$ cat src/rtl/dut_pkg.sv
// Shared constants for the OR-combining FIFO block: address map and default data width.
package dut_pkg;

  localparam int unsigned DATA_W_DEF = 1;

  localparam logic [2:0] A_STAT = 3'd0;
  localparam logic [2:0] B_STAT = 3'd1;
  localparam logic [2:0] Y_STAT = 3'd2;
  localparam logic [2:0] Y_DATA = 3'd3;
  localparam logic [2:0] A_WR   = 3'd4;
  localparam logic [2:0] B_WR   = 3'd5;

endpackage

$ cat src/rtl/sync_fifo.sv
// Single-clock FIFO with occupancy counter; enq on full and deq on empty are ignored.
module sync_fifo #(
  parameter int unsigned WIDTH = 1,
  parameter int unsigned DEPTH = 2
) (
  input  logic             CLK,
  input  logic             RST_N,
  input  logic             enq,
  input  logic [WIDTH-1:0] d_in,
  input  logic             deq,
  output logic [WIDTH-1:0] first,
  output logic             FULL_N,
  output logic             EMPTY_N
);

  localparam int unsigned PtrW = (DEPTH > 1) ? $clog2(DEPTH) : 1;
  localparam int unsigned CntW = $clog2(DEPTH + 1);
  // Storage rounded up to a power of two so every pointer value indexes a real entry.
  localparam int unsigned MemD = 1 << PtrW;

  logic [WIDTH-1:0] mem_q [MemD];
  logic [PtrW-1:0]  wr_ptr_q, wr_ptr_d;
  logic [PtrW-1:0]  rd_ptr_q, rd_ptr_d;
  logic [CntW-1:0]  cnt_q, cnt_d;
  logic             do_enq, do_deq;

  function automatic logic [PtrW-1:0] next_ptr(input logic [PtrW-1:0] p);
    return (p == PtrW'(DEPTH - 1)) ? '0 : p + 1'b1;
  endfunction

  always_comb begin
    FULL_N   = (cnt_q != CntW'(DEPTH));
    EMPTY_N  = (cnt_q != '0);
    do_enq   = enq && FULL_N;
    do_deq   = deq && EMPTY_N;
    wr_ptr_d = do_enq ? next_ptr(wr_ptr_q) : wr_ptr_q;
    rd_ptr_d = do_deq ? next_ptr(rd_ptr_q) : rd_ptr_q;
    cnt_d    = cnt_q + CntW'(do_enq) - CntW'(do_deq);
    first    = mem_q[rd_ptr_q];
  end

  always_ff @(posedge CLK or negedge RST_N) begin
    if (!RST_N) begin
      wr_ptr_q <= '0;
      rd_ptr_q <= '0;
      cnt_q    <= '0;
    end else begin
      wr_ptr_q <= wr_ptr_d;
      rd_ptr_q <= rd_ptr_d;
      cnt_q    <= cnt_d;
    end
  end

  always_ff @(posedge CLK) begin
    if (do_enq) begin
      mem_q[wr_ptr_q] <= d_in;
    end
  end

endmodule

$ cat src/rtl/dut.sv
// Two operand FIFOs feed an OR unit whose results queue in Y; status and data read by address.
module dut
  import dut_pkg::*;
#(
  parameter int unsigned DATA_W  = DATA_W_DEF,
  parameter int unsigned A_DEPTH = 2,
  parameter int unsigned B_DEPTH = 2,
  parameter int unsigned Y_DEPTH = 1
) (
  input  logic              CLK,
  input  logic              RST_N,
  input  logic [2:0]        write_address,
  input  logic [DATA_W-1:0] write_data,
  input  logic              write_en,
  output logic              write_rdy,
  input  logic [2:0]        read_address,
  input  logic              read_en,
  output logic [DATA_W-1:0] read_data,
  output logic              read_rdy
);

  logic              a_full_n, a_empty_n;
  logic              b_full_n, b_empty_n;
  logic              y_full_n, y_empty_n;
  logic [DATA_W-1:0] a_first, b_first, y_first;
  logic              a_enq, b_enq, compute, y_deq;

  assign write_rdy = 1'b1;
  assign read_rdy  = 1'b1;

  // All decisions use pre-edge flags, so a same-edge Y dequeue never enables a compute.
  always_comb begin
    a_enq   = write_en && (write_address == A_WR) && a_full_n;
    b_enq   = write_en && (write_address == B_WR) && b_full_n;
    compute = a_empty_n && b_empty_n && y_full_n;
    y_deq   = read_en && (read_address == Y_DATA) && y_empty_n;
  end

  always_comb begin
    read_data = '0;
    case (read_address)
      A_STAT:  read_data = DATA_W'(a_full_n);
      B_STAT:  read_data = DATA_W'(b_full_n);
      Y_STAT:  read_data = DATA_W'(y_empty_n);
      Y_DATA:  read_data = y_empty_n ? y_first : '0;
      default: read_data = '0;
    endcase
  end

  sync_fifo #(.WIDTH(DATA_W), .DEPTH(A_DEPTH)) a_ff (
    .CLK     (CLK),
    .RST_N   (RST_N),
    .enq     (a_enq),
    .d_in    (write_data),
    .deq     (compute),
    .first   (a_first),
    .FULL_N  (a_full_n),
    .EMPTY_N (a_empty_n)
  );

  sync_fifo #(.WIDTH(DATA_W), .DEPTH(B_DEPTH)) b_ff (
    .CLK     (CLK),
    .RST_N   (RST_N),
    .enq     (b_enq),
    .d_in    (write_data),
    .deq     (compute),
    .first   (b_first),
    .FULL_N  (b_full_n),
    .EMPTY_N (b_empty_n)
  );

  sync_fifo #(.WIDTH(DATA_W), .DEPTH(Y_DEPTH)) y_ff (
    .CLK     (CLK),
    .RST_N   (RST_N),
    .enq     (compute),
    .d_in    (a_first | b_first),
    .deq     (y_deq),
    .first   (y_first),
    .FULL_N  (y_full_n),
    .EMPTY_N (y_empty_n)
  );

endmodule

$ cat config.mk
export PLATFORM = sky130hd
export DESIGN_NAME = dut
export DESIGN_NICKNAME = d
export VERILOG_FILES = /design/src/rtl/dut_pkg.sv /design/src/rtl/sync_fifo.sv /design/src/rtl/dut.sv
export SDC_FILE = /design/constraint.sdc
export NUM_CORES = 1
export LEC_CHECK = 0
export CORE_MARGIN = 4
export CORE_UTILIZATION = 48
export DETAILED_ROUTE_END_ITERATION = 6
export GPL_ROUTABILITY_DRIVEN = 0
export MAX_ROUTING_LAYER = met4
export PLACE_DENSITY = 0.81
export REMOVE_ABC_BUFFERS = 1
export SLEW_MARGIN = 20
export SYNTH_ARGS = -nofsm -noshare
export SYNTH_HDL_FRONTEND = slang
export SYNTH_HIERARCHICAL = 1
export SYNTH_SLANG_ARGS = --single-unit
$ cat constraint.sdc
create_clock -name CLK -period 2 [get_ports CLK]
set_input_delay 0.2 -clock CLK [delete_from_list [all_inputs] [get_ports CLK]]
set_output_delay 0.2 -clock CLK [all_outputs]
set_load 0.05 [all_outputs]
== After elaboration in Yosys (flattened, before gate mapping) ==
Memory sizes are Yosys's and may differ from the RTL's.
Cells that the tools add are included.
Operators by class
  reductions and logical operators: 17
  $add $sub $neg: 12
  muxes and demuxes: 14
  bitwise gates (word level): 2
  eq/ne operators: 7
Operator list (number)
  $logic_and 1x1->1: 14
  $mux 1: 13
  $add 1x1->1 const B: 6
  $eq 3x2->1 const B: 2
  $eq 3x3->1 const B: 2
  $add 2x1->2: 2
  $ne 2x2->1 const B: 2
  $pmux 1 s4: 1
  $reduce_bool 2->1: 2
  $sub 2x1->2: 2
  $eq 3x1->1 const B: 1
  $logic_not 3->1: 1
  $add 1x1->1: 1
  $not 1->1: 1
  $or 1x1->1: 1
  $sub 1x1->1: 1
Storage, ports and cells
  register bits: 11
  memory bits (writable): 6
  logic and storage cells: 64
  memories: 3
  input port bits: 11
  output and inout port bits: 3
Memories
  a_ff.mem_q: depth 2, width 1, read ports 1, clocked after memory_dff 0, write ports 1, RTL line sync_fifo.sv:21  | logic [WIDTH-1:0] mem_q [MemD];
  b_ff.mem_q: depth 2, width 1, read ports 1, clocked after memory_dff 0, write ports 1, RTL line sync_fifo.sv:21
  y_ff.mem_q: depth 2, width 1, read ports 1, clocked after memory_dff 0, write ports 1, RTL line sync_fifo.sv:21

== Logic depth before layout (Yosys ltp) ==
Gate-level depths: netlist of run 1.
  depth after elaboration: 6
  depth in mapped cells: 9
  gate-level depth less buffers: 9

== By module ==
The synthesis of run 1 kept the hierarchy.
By module, submodules not included
  sync_fifo at a_ff ...: times used 2, seq. area each 160.2 µm², area each 270.3 µm², cells each 20
  dut: times used 1, seq. area each 0.0 µm², area each 97.6 µm², cells each 16
  sync_fifo at y_ff: times used 1, seq. area each 55.1 µm², area each 75.1 µm², cells each 5

== Least setup slack after synthesis of run 1 ==
No wires, ideal clock.
  kind: flip-flop to flip-flop
  from: reg a_ff.cnt_q[1]
  to: reg a_ff.cnt_q[1]
  slack: 244 ps
  setup time: 123 ps
  arrival: 1633 ps
  clock period less this slack: 1756 ps
  stages on the path, launching flop included: 9
  required time: 1877 ps
  path buffers: 0
  path through: dfrtp_1 -> nand2b_1 -> nor4b_1 -> nand2_1 -> ha_1 -> inv_1 -> ha_1 -> xnor2_1 -> xnor2_1
Between the ends
  word-level cells in the longest chain between the ends: 5
RTL lines
  start, declared: RTL line sync_fifo.sv:24  | logic [CntW-1:0] cnt_q, cnt_d;
  start signal, assigned: RTL line sync_fifo.sv:50  | cnt_q <= cnt_d;
  $ne 2x2->1: RTL line sync_fifo.sv:32  | FULL_N = (cnt_q != CntW'(DEPTH));
  via a_full_n: RTL line dut.sv:22  | logic a_full_n, a_empty_n;
  $logic_and 1x1->1: RTL line dut.sv:33  | a_enq = write_en && (write_address == A_WR) && a_full_n;
  via a_enq: RTL line dut.sv:26  | logic a_enq, b_enq, compute, y_deq;
  $logic_and 1x1->1: RTL line sync_fifo.sv:34  | do_enq = enq && FULL_N;
  $add 2x1->2: RTL line sync_fifo.sv:38  | cnt_d = cnt_q + CntW'(do_enq) - CntW'(do_deq);
  $sub 2x1->2: RTL line sync_fifo.sv:38
  via a_ff.cnt_d[1]: RTL line sync_fifo.sv:24
The timed path passes the listed nets, and every way through them passes these cells.
A chain may end at the register's enable or synchronous reset.

== Worst setup path in the final report of run 1 ==
  from: reg a_ff.cnt_q[1]
  to: reg b_ff.cnt_q[1]
Between the ends
  word-level cells in the longest chain between the ends: 5
RTL lines
  $reduce_bool 2->1: RTL line sync_fifo.sv:33  | EMPTY_N = (cnt_q != '0);
  via a_empty_n: RTL line dut.sv:22
  $logic_and 1x1->1 (2 in a row): RTL line dut.sv:35  | compute = a_empty_n && b_empty_n && y_full_n;
  via compute: RTL line dut.sv:26
  $logic_and 1x1->1: RTL line sync_fifo.sv:35  | do_deq = deq && EMPTY_N;
  via b_ff.do_deq: RTL line sync_fifo.sv:25  | logic do_enq, do_deq;
  $sub 2x1->2: RTL line sync_fifo.sv:38
  via b_ff.cnt_d[1]: RTL line sync_fifo.sv:24
  end signal, assigned: RTL line sync_fifo.sv:50
  end, declared: RTL line sync_fifo.sv:24
The timed path passes the listed nets, and every way through them passes these cells.

==> run metrics, run 1 <==
run status complete, no violations; Initial Utilization between 50% and 60%; Warnings, synthesis 6; busiest grt layer met2; Layout Nets 94; first drt pass iteration count 4; post-route ant nets 0; Hold Fails Final Rpt 0; largest net degree at the start of global routing 10; hold bufs inserted after CTS 0; # DRC 0; Fin Hold WS ~0.21 ns; total gr overflow 0; routing usage on met3 roughly 3.5%; n_diodes 0; GRT Overall Usage 15.4%; vias in the first global route 466; initial antenna violation count 0; placed insts 89; Ports 14; CTS sink count 14; Worst-path clk slew around 0.10 ns; final core occ roughly two thirds; cells on worst reg2reg path 8; maxcap violations 0; # rows 13; syn_area_per_cell 11.7 um2; Post-Place Worst Slack -0.0399 ns; number of synthesized register bits 14; sequential share of the synthesized area a little over half; core area 1350 um2; crit-path cells or2_1 -> and3_1 -> and2_4 -> ha_1 -> inv_1 -> ha_1 -> xnor2_1 -> xnor2_1; Area Overhead vs Synth 24.7%; Synth Flop Type dfrtp_1; slowest stage delay, CP 0.42 ns; root buffer cell clkbuf_4; CTS tree built; Die ar. approximately 2200 um2; Hold Path Class input port to async pin; Post-Synthesis Cell Area between 700 and 800 um2; r2r setup slk 0.08 ns; pins over their slew limit 0; Die Wd 46.5 um; global-route wire length before repair 2090 um; min cycle time layout roughly 1.9 ns; CP Max Fanout 3; Setup violations, final 0; Post-CTS Setup Bufs 0; I/O Buffers 11; Design Area, Final between 800 and 900 um2; routing usage on met1 18.9%; Detail Placement HPWL about 1000 um; synth unique cells 25; worst r2r src a_ff/cnt_q[1]$_DFF_PN0_; share of flip-flops with an asynchronous set or reset 64.3%; layout cells sized above 1 between 10% and 20%; Tcrit/Tclk final between 90% and 100%; cells after synthesis between 60 and 70; Bufs on Longest Clock Path 2; Crit-path slowest cell dfrtp_1; CP Launch Type flip-flop; CTS buffer count 3; Post-synth EDFFs 5; final worst slack just under 0.08 ns; # fillers roughly 100; area post-placement approximately 860 um2; P_leak around 0.39 nW; clk_lat worst skew 0.29 ns; final wirelength around 1300 um; cts repair resizes 0; RSZ-0062 raised after global routing false; CP Capture Type flip-flop; met2 Use GR a little under a quarter; Clock Skews approximately 0.012 ns; Critical Path RT approximately 2.2 ns; detailed-route via count 483; worst path arrival time 2.12 ns; VDD IR max 676 uV; DR WL/cell ~14 um; Max Fclk 0.520 GHz; commonest cells after routing, fill and taps aside 10 x clkdlybuf4s50_1, 9 x dfrtp_1, 6 x xnor2_1; worst flop-to-flop path endpoint b_ff/cnt_q[1]$_DFF_PN0_; Post-Layout Cell Count 93; Worst Setup SP a_ff/cnt_q[1]$_DFF_PN0_; H-Tree Depth 1; most common cell after layout, fill and taps aside clkdlybuf4s50_1; via-per-instance ratio roughly 5.2; die height roughly 47 um; Initial DRC Count 11; Power Density 1300 nW/um2; critical path class flip-flop to flip-flop
-- state kept, by name, summed over array words and instances (netlist names), 2 cells and up --
| register | count |
|---|---|
| a_ff/cnt_q | 2 |
| a_ff/mem_q | 2 |
| b_ff/cnt_q | 2 |
| b_ff/mem_q | 2 |
-- cells in the mapped netlist (2+ instances only) --
library cell | number | area share, %
nor2_1 | 3 | 1.6
mux2_2 | 2 | 3.2
dfrtp_1 | 9 | 32
buf_4 | 2 | 2.1
ha_1 | 4 | 7.0
edfxtp_1 | 5 | 21
xnor2_1 | 6 | 7.4
inv_1 | 3 | 1.6
nand2_1 | 5 | 2.6
nand2b_1 | 2 | 1.8
and3_1 | 3 | 2.6
and2_4 | 2 | 2.5
or2_1 | 2 | 1.8
xor2_1 | 2 | 2.5
-- layout make-up --
| class | instances | area [um2] | share of cell area [%] |
|---|---|---|---|
| sequential | 14 | 375 | 42.2 |
| multi-input combinational | 42 | 312 | 35.0 |
| clock buffer | 3 | 22.5 | 2.53 |
| timing repair buffer | 14 | 143 | 16.0 |
| clock inverter | 1 | 3.75 | 0.422 |
| inverter | 4 | 15.0 | 1.69 |
| tap | 15 | 18.8 | 2.11 |
-- through the flow --
stage	total power, mW	setup TNS, ns
5_1_grt	1.24	0
6_report	1.15	0
3_3_place_gp	0.965	-0.00782
2_1_floorplan	0.839	0
3_5_place_dp	0.986	-0.0399
4_1_cts	1.16	0
-- critical path: cells and delay by family (launching register included) --
family / cells / cell delay, ns
simple gates: 3 / 0.62
fa+ha+maj: 2 / 0.45
flops: 1 / 0.42
xor+xnor: 2 / 0.32
buf+inv: 1 / 0.04
-- layer usage --
metal / vias up / share of wire, %
li1: 234 / -
met1: 235 / 46
met2: 9 / 48
met3: 5 / 3.6
met4: 0 / 2.5
met5: - / 0
-- worst max path at each step --
stage / slack (ns) / cells past startpoint / end
finish: 0.08 / 8 / b_ff/cnt_q[1]$_DFF_PN0_
global route: 0.002 / 8 / a_ff/cnt_q[1]$_DFF_PN0_
CTS: 0.09 / 8 / b_ff/cnt_q[1]$_DFF_PN0_
detailed placement: -0.04 / 9 / a_ff/cnt_q[1]$_DFF_PN0_
global placement: -0.008 / 9 / a_ff/cnt_q[1]$_DFF_PN0_
floorplan: 0.24 / 8 / a_ff/cnt_q[1]$_DFF_PN0_
-- where the power goes --
group	switching, mW	leakage [nW]	internal (mW)
Sequential	0.0771	0.150	0.409
Clock	0.101	0.0154	0.0726
Combinational	0.225	0.228	0.269
Total	0.402	0.393	0.751
-- logic make-up after synthesis --
group | Yosys count | share of synthesized area, %
XOR/XNOR | 8 | 9.82
flip-flops | 14 | 52.6
multiplexers | 3 | 4.56
AO/OA/AOI/OAI | 3 | 3.16
adder cells (fa/ha/maj) | 4 | 7.02
AND/OR/NAND/NOR | 22 | 18.1
buffers and inverters | 6 | 4.21
other | 1 | 0.526
Note: power is estimated with default switching activity, not from simulation.
==> inputs of run 2 (changes only) <==
--- a/config.mk
+++ b/config.mk
@@ -5,12 +5,13 @@
 export SDC_FILE = /design/constraint.sdc
 export NUM_CORES = 1
 export LEC_CHECK = 0
-export CORE_MARGIN = 4
-export CORE_UTILIZATION = 48
+export CORE_MARGIN = 2
+export CORE_UTILIZATION = 52
+export CTS_BUF_LIST = sky130_fd_sc_hd__clkbuf_8
 export DETAILED_ROUTE_END_ITERATION = 6
 export GPL_ROUTABILITY_DRIVEN = 0
 export MAX_ROUTING_LAYER = met4
-export PLACE_DENSITY = 0.81
+export PLACE_DENSITY = 0.86
 export REMOVE_ABC_BUFFERS = 1
 export SLEW_MARGIN = 20
 export SYNTH_ARGS = -nofsm -noshare
==> run 2 against run 1 <==
Hold slack better by 0.038 ns. Power rose by 14%. Sequential share of layout area down 3.0 points. Largest cell class unchanged. Critical path depth unchanged. Sequential power about the same. Clock skew shrank 0.0076 ns.
==> run metrics, run 2 (synthesized netlist as in run 1, its figures left out) <==
final setup TNS 0 ns; total gr overflow 0; CP Max Fanout 3; Hold Path Class input port to async pin; H-Tree Depth 1; CP Launch Type flip-flop; DR WL/cell between 10 and 15 um; detailed-route via count 481; P_leak around 0.42 nW; hold bufs inserted after CTS 0; Clock Skews about 0.0047 ns; worst r2r src a_ff/cnt_q[1]$_DFF_PN0_; Fin Hold WS approximately 0.25 ns; root buffer cell clkbuf_8; Layout Nets 96; min cycle time layout roughly 1.9 ns; clk_lat worst skew approximately 0.25 ns; CTS buffer count 3; Critical Path RT 2.13 ns; CP Capture Type flip-flop; power after layout between 1 and 1.5 mW; CTS tree built; Tcrit/Tclk final roughly 93%; Ports 14; largest net degree at the start of global routing 10; Hold Fails Final Rpt 0; CTS sink count 14; Power Density roughly 1400 nW/um2; Detail Placement HPWL ~1000 um; VDD IR max ~770 uV; n_diodes 0; RSZ-0062 raised after global routing true; layout cells sized above 1 a little over a quarter; pins over their slew limit 0; GRT Overall Usage about a fifth; global-route wire length before repair slightly above 2000 um; run status complete, no violations; die height between 40 and 50 um; via-per-instance ratio between 5 and 6; post-route ant nets 0; Worst Setup SP a_ff/cnt_q[1]$_DFF_PN0_; initial antenna violation count 0; critical path class flip-flop to flip-flop; commonest cells after routing, fill and taps aside 10 x clkdlybuf4s50_1, 9 x dfrtp_1; Die Wd approximately 40 um; Initial DRC Count 5; Setup violations, final 0; core area roughly 1300 um2; maxcap violations 0; I/O Buffers 11; Max Fclk about 0.54 GHz; Worst-path clk slew roughly 0.06 ns; most common cell after layout, fill and taps aside clkdlybuf4s50_1; # DRC 0; Area Overhead vs Synth 34.2%; Die ar. about 1700 um2; Bufs on Longest Clock Path 2; vias in the first global route 481; Initial Utilization between 50% and 60%; # fillers between 90 and 100; first drt pass iteration count 4; # rows 13; worst path arrival time just under 2 ns; final wirelength roughly 1200 um
run 2: cell types whose count changed in the layout (fill, tap and decap cells not counted), sizes merged:
cell    change
clkbuf      +1
clkinv      -1
buf         +2
run 2: stage by stage:
stage	cell area, um2	setup WS [ns]	instances	util, %
2_1_floorplan	702	0.244	60	-
6_report	957	0.145	95	74.5
5_1_grt	957	-0.0307	95	74.5
4_1_cts	926	0.0786	94	72.1
3_5_place_dp	871	-0.158	90	67.8
3_3_place_gp	871	-0.133	90	67.8
run 2: path summary, 6_finish.rpt:
kind	to	slack [ns]	depth (start not counted)
setup / recovery	a_ff/cnt_q[1]$_DFF_PN0_	0.15	8
hold / removal	b_ff/rd_ptr_q$_DFFE_PN0P_	0.25	1
setup reg to reg	a_ff/cnt_q[1]$_DFF_PN0_	0.15	8
hold reg to reg	b_ff/rd_ptr_q$_DFFE_PN0P_	0.48	1
max in group asynchronous	a_ff/rd_ptr_q$_DFFE_PN0P_	1.46	1
min in group CLK	b_ff/rd_ptr_q$_DFFE_PN0P_	0.48	1
run 2: per-layer routing:
layer / global-route usage (%) / vias to the layer above / wire length (um)
li1: - / 241 / -
met1: 22.6 / 218 / 509
met2: 33.2 / 16 / 636
met3: 3.26 / 6 / 50
met4: 19.2 / 0 / 46
met5: - / - / 0
run 2: cell type report:
type	count	area, um2	share of cell area, %
clock buffers	4	55.1	5.75
inverters	4	15.0	1.57
multi-input cells	42	335	35.0
flip-flops and latches	14	375	39.2
well taps	15	18.8	1.96
repair buffers	16	158	16.5
run 2: repair_timing:
action | in CTS | in global routing
setup endpoints to repair | 0 | 2
gates resized for setup | 0 | 4
hold endpoints to repair | 0 | 0
setup buffers | 0 | 1
run 2: power by group:
| part | total (mW) | switching (mW) | internal, mW |
|---|---|---|---|
| clock | 0.274 | 0.0999 | 0.174 |
| combinational | 0.547 | 0.240 | 0.307 |
| sequential | 0.488 | 0.0780 | 0.410 |
run 2: worst max-delay path, stage by stage, from the launching register on:
cell     delay, ns
dfrtp_1       0.39
or2_1         0.26
and3_4        0.18
and2_4        0.14
ha_1          0.27
inv_1         0.04
ha_1          0.19
xnor2_2       0.14
xnor2_1       0.13
==> inputs of run 3 (changes only) <==
--- a/config.mk
+++ b/config.mk
@@ -12,7 +12,6 @@
 export GPL_ROUTABILITY_DRIVEN = 0
 export MAX_ROUTING_LAYER = met4
 export PLACE_DENSITY = 0.86
-export REMOVE_ABC_BUFFERS = 1
 export SLEW_MARGIN = 20
 export SYNTH_ARGS = -nofsm -noshare
 export SYNTH_HDL_FRONTEND = slang
==> run 3 against run 2 <==
Fmax is 0.11% lower. Global-route usage decreased by 4.5 points. Clock skew down 0.0034 ns. First-iteration DRC count decreased by 60%. Sequential share of layout area up 2.2 points. Combinational power is 13% lower. Largest cell class unchanged.
==> run metrics, run 3 (synthesized netlist as in run 1, its figures left out) <==
Layout Nets 93; worst path arrival time 2.02 ns; Die ar. ~1700 um2; total gr overflow 0; die height just over 40 um; Tcrit/Tclk final around 93%; Max Fclk ~0.54 GHz; Bufs on Longest Clock Path 2; pins over their slew limit 0; Setup violations, final 0; first drt pass iteration count 3; Initial DRC Count 2; Ports 14; run status complete, no violations; root buffer cell clkbuf_8; VDD IR max 823 uV; final wirelength between 1000 and 1500 um; final worst slack approximately 0.14 ns; CTS tree built; GRT Overall Usage about 17%; area post-placement between 800 and 900 um2; # fillers 94; routing usage on met1 18.3%; # rows 13; Detail Placement HPWL 869 um; busiest grt layer met2; CP Max Fanout 3; initial antenna violation count 0; I/O Buffers 11; RSZ-0062 raised after global routing false; power after layout 1.19 mW; via-per-instance ratio about 4.9; core area ~1300 um2; CTS buffer count 3; largest net degree at the start of global routing 10; Power Density between 1000 and 1500 nW/um2; met2 Use GR roughly 29%; CP Capture Type flip-flop; Design Area, Final roughly 910 um2; Clock Skews 0.00126 ns; critical path class flip-flop to flip-flop; CP Launch Type flip-flop; most common cell after layout, fill and taps aside clkdlybuf4s50_1; n_diodes 0; P_leak 0.402 nW; # DRC 0; DR WL/cell ~12 um; Critical Path RT roughly 2.2 ns; Initial Utilization between 50% and 60%; Die Wd 41.0 um; maxcap violations 0; vias in the first global route 414; clk_lat worst skew ~0.24 ns; H-Tree Depth 1; post-route ant nets 0; commonest cells after routing, fill and taps aside 10 x clkdlybuf4s50_1, 9 x dfrtp_1, 6 x xnor2_1; Worst-path clk slew 0.05 ns; routing usage on met3 ~4.9%; Post-Place Worst Slack -0.0572 ns; Hold Fails Final Rpt 0; Post-CTS Setup Bufs 0; cells on worst reg2reg path 8; layout cells sized above 1 between 10% and 20%; Hold Path Class input port to async pin; detailed-route via count approximately 460; Area Overhead vs Synth 27.2%; global-route wire length before repair approximately 1700 um; min cycle time layout between 1.5 and 2 ns; CTS sink count 14
==> run 3: changes by cell type in the layout (fill, tap and decap cells not counted), sizes merged <==
cell    previous run  this run
clkbuf             4         3
inv                4         5
buf                6         3
==> run 3: through the flow <==
| stage | cells | setup TNS (ns) | util [%] | hold slack (ns) |
|---|---|---|---|---|
| 6_report | 92 | 0 | 70.6 | 0.266 |
| 5_1_grt | 92 | 0 | 70.6 | 0.303 |
| 4_1_cts | 92 | 0 | 70.1 | 0.276 |
| 3_5_place_dp | 88 | -0.0572 | 66.6 | 0.465 |
| 3_3_place_gp | 88 | -0.00468 | 66.6 | 0.474 |
| 2_1_floorplan | 62 | 0 | - | -0.0956 |
==> run 3: worst paths after layout <==
kind                                            from  slack, ns                   endpoint
setup / recovery             a_ff/cnt_q[1]$_DFF_PN0_       0.14    b_ff/cnt_q[1]$_DFF_PN0_
hold / removal                                 RST_N       0.27    b_ff/cnt_q[0]$_DFF_PN0_
setup reg to reg             a_ff/cnt_q[1]$_DFF_PN0_       0.14    b_ff/cnt_q[1]$_DFF_PN0_
hold reg to reg            b_ff/rd_ptr_q$_DFFE_PN0P_       0.47  b_ff/rd_ptr_q$_DFFE_PN0P_
max in group asynchronous                      RST_N       1.44  b_ff/wr_ptr_q$_DFFE_PN0N_
min in group CLK           b_ff/rd_ptr_q$_DFFE_PN0P_       0.47  b_ff/rd_ptr_q$_DFFE_PN0P_
==> run 3: per-layer routing <==
metal | up-vias | routed length (um)
li1 | 234 | -
met1 | 204 | 501
met2 | 15 | 528
met3 | 2 | 64
met4 | 0 | 10
met5 | - | 0
==> run 3: layout make-up <==
cell class	count	area, um2	area share (%)
clock buffers	3	41.3	4.55
clock inverters	1	3.75	0.414
inverters	4	15.0	1.66
multi-input cells	42	318	35.0
flip-flops and latches	14	375	41.4
well taps	15	18.8	2.07
repair buffers	13	135	14.9
==> run 3: repair_timing <==
item | CTS | global route
hold buffers | 0 | 0
resized for setup | 0 | 1
hold endpoints to repair | 0 | 0
setup endpoints to repair | 0 | 1
==> run 3: worst max-delay path, stage by stage, from the launching register on <==
cell and delay [ns]:
dfrtp_1 0.39, or2_1 0.25, and3_1 0.19, and2_4 0.15, ha_1 0.26, inv_1 0.04
ha_1 0.17, xnor2_1 0.18, xnor2_1 0.14
==> run 3: report_power, final <==
group	internal, mW	switching [mW]
sequential	0.410	0.0785
combinational	0.260	0.218
clock	0.135	0.0897
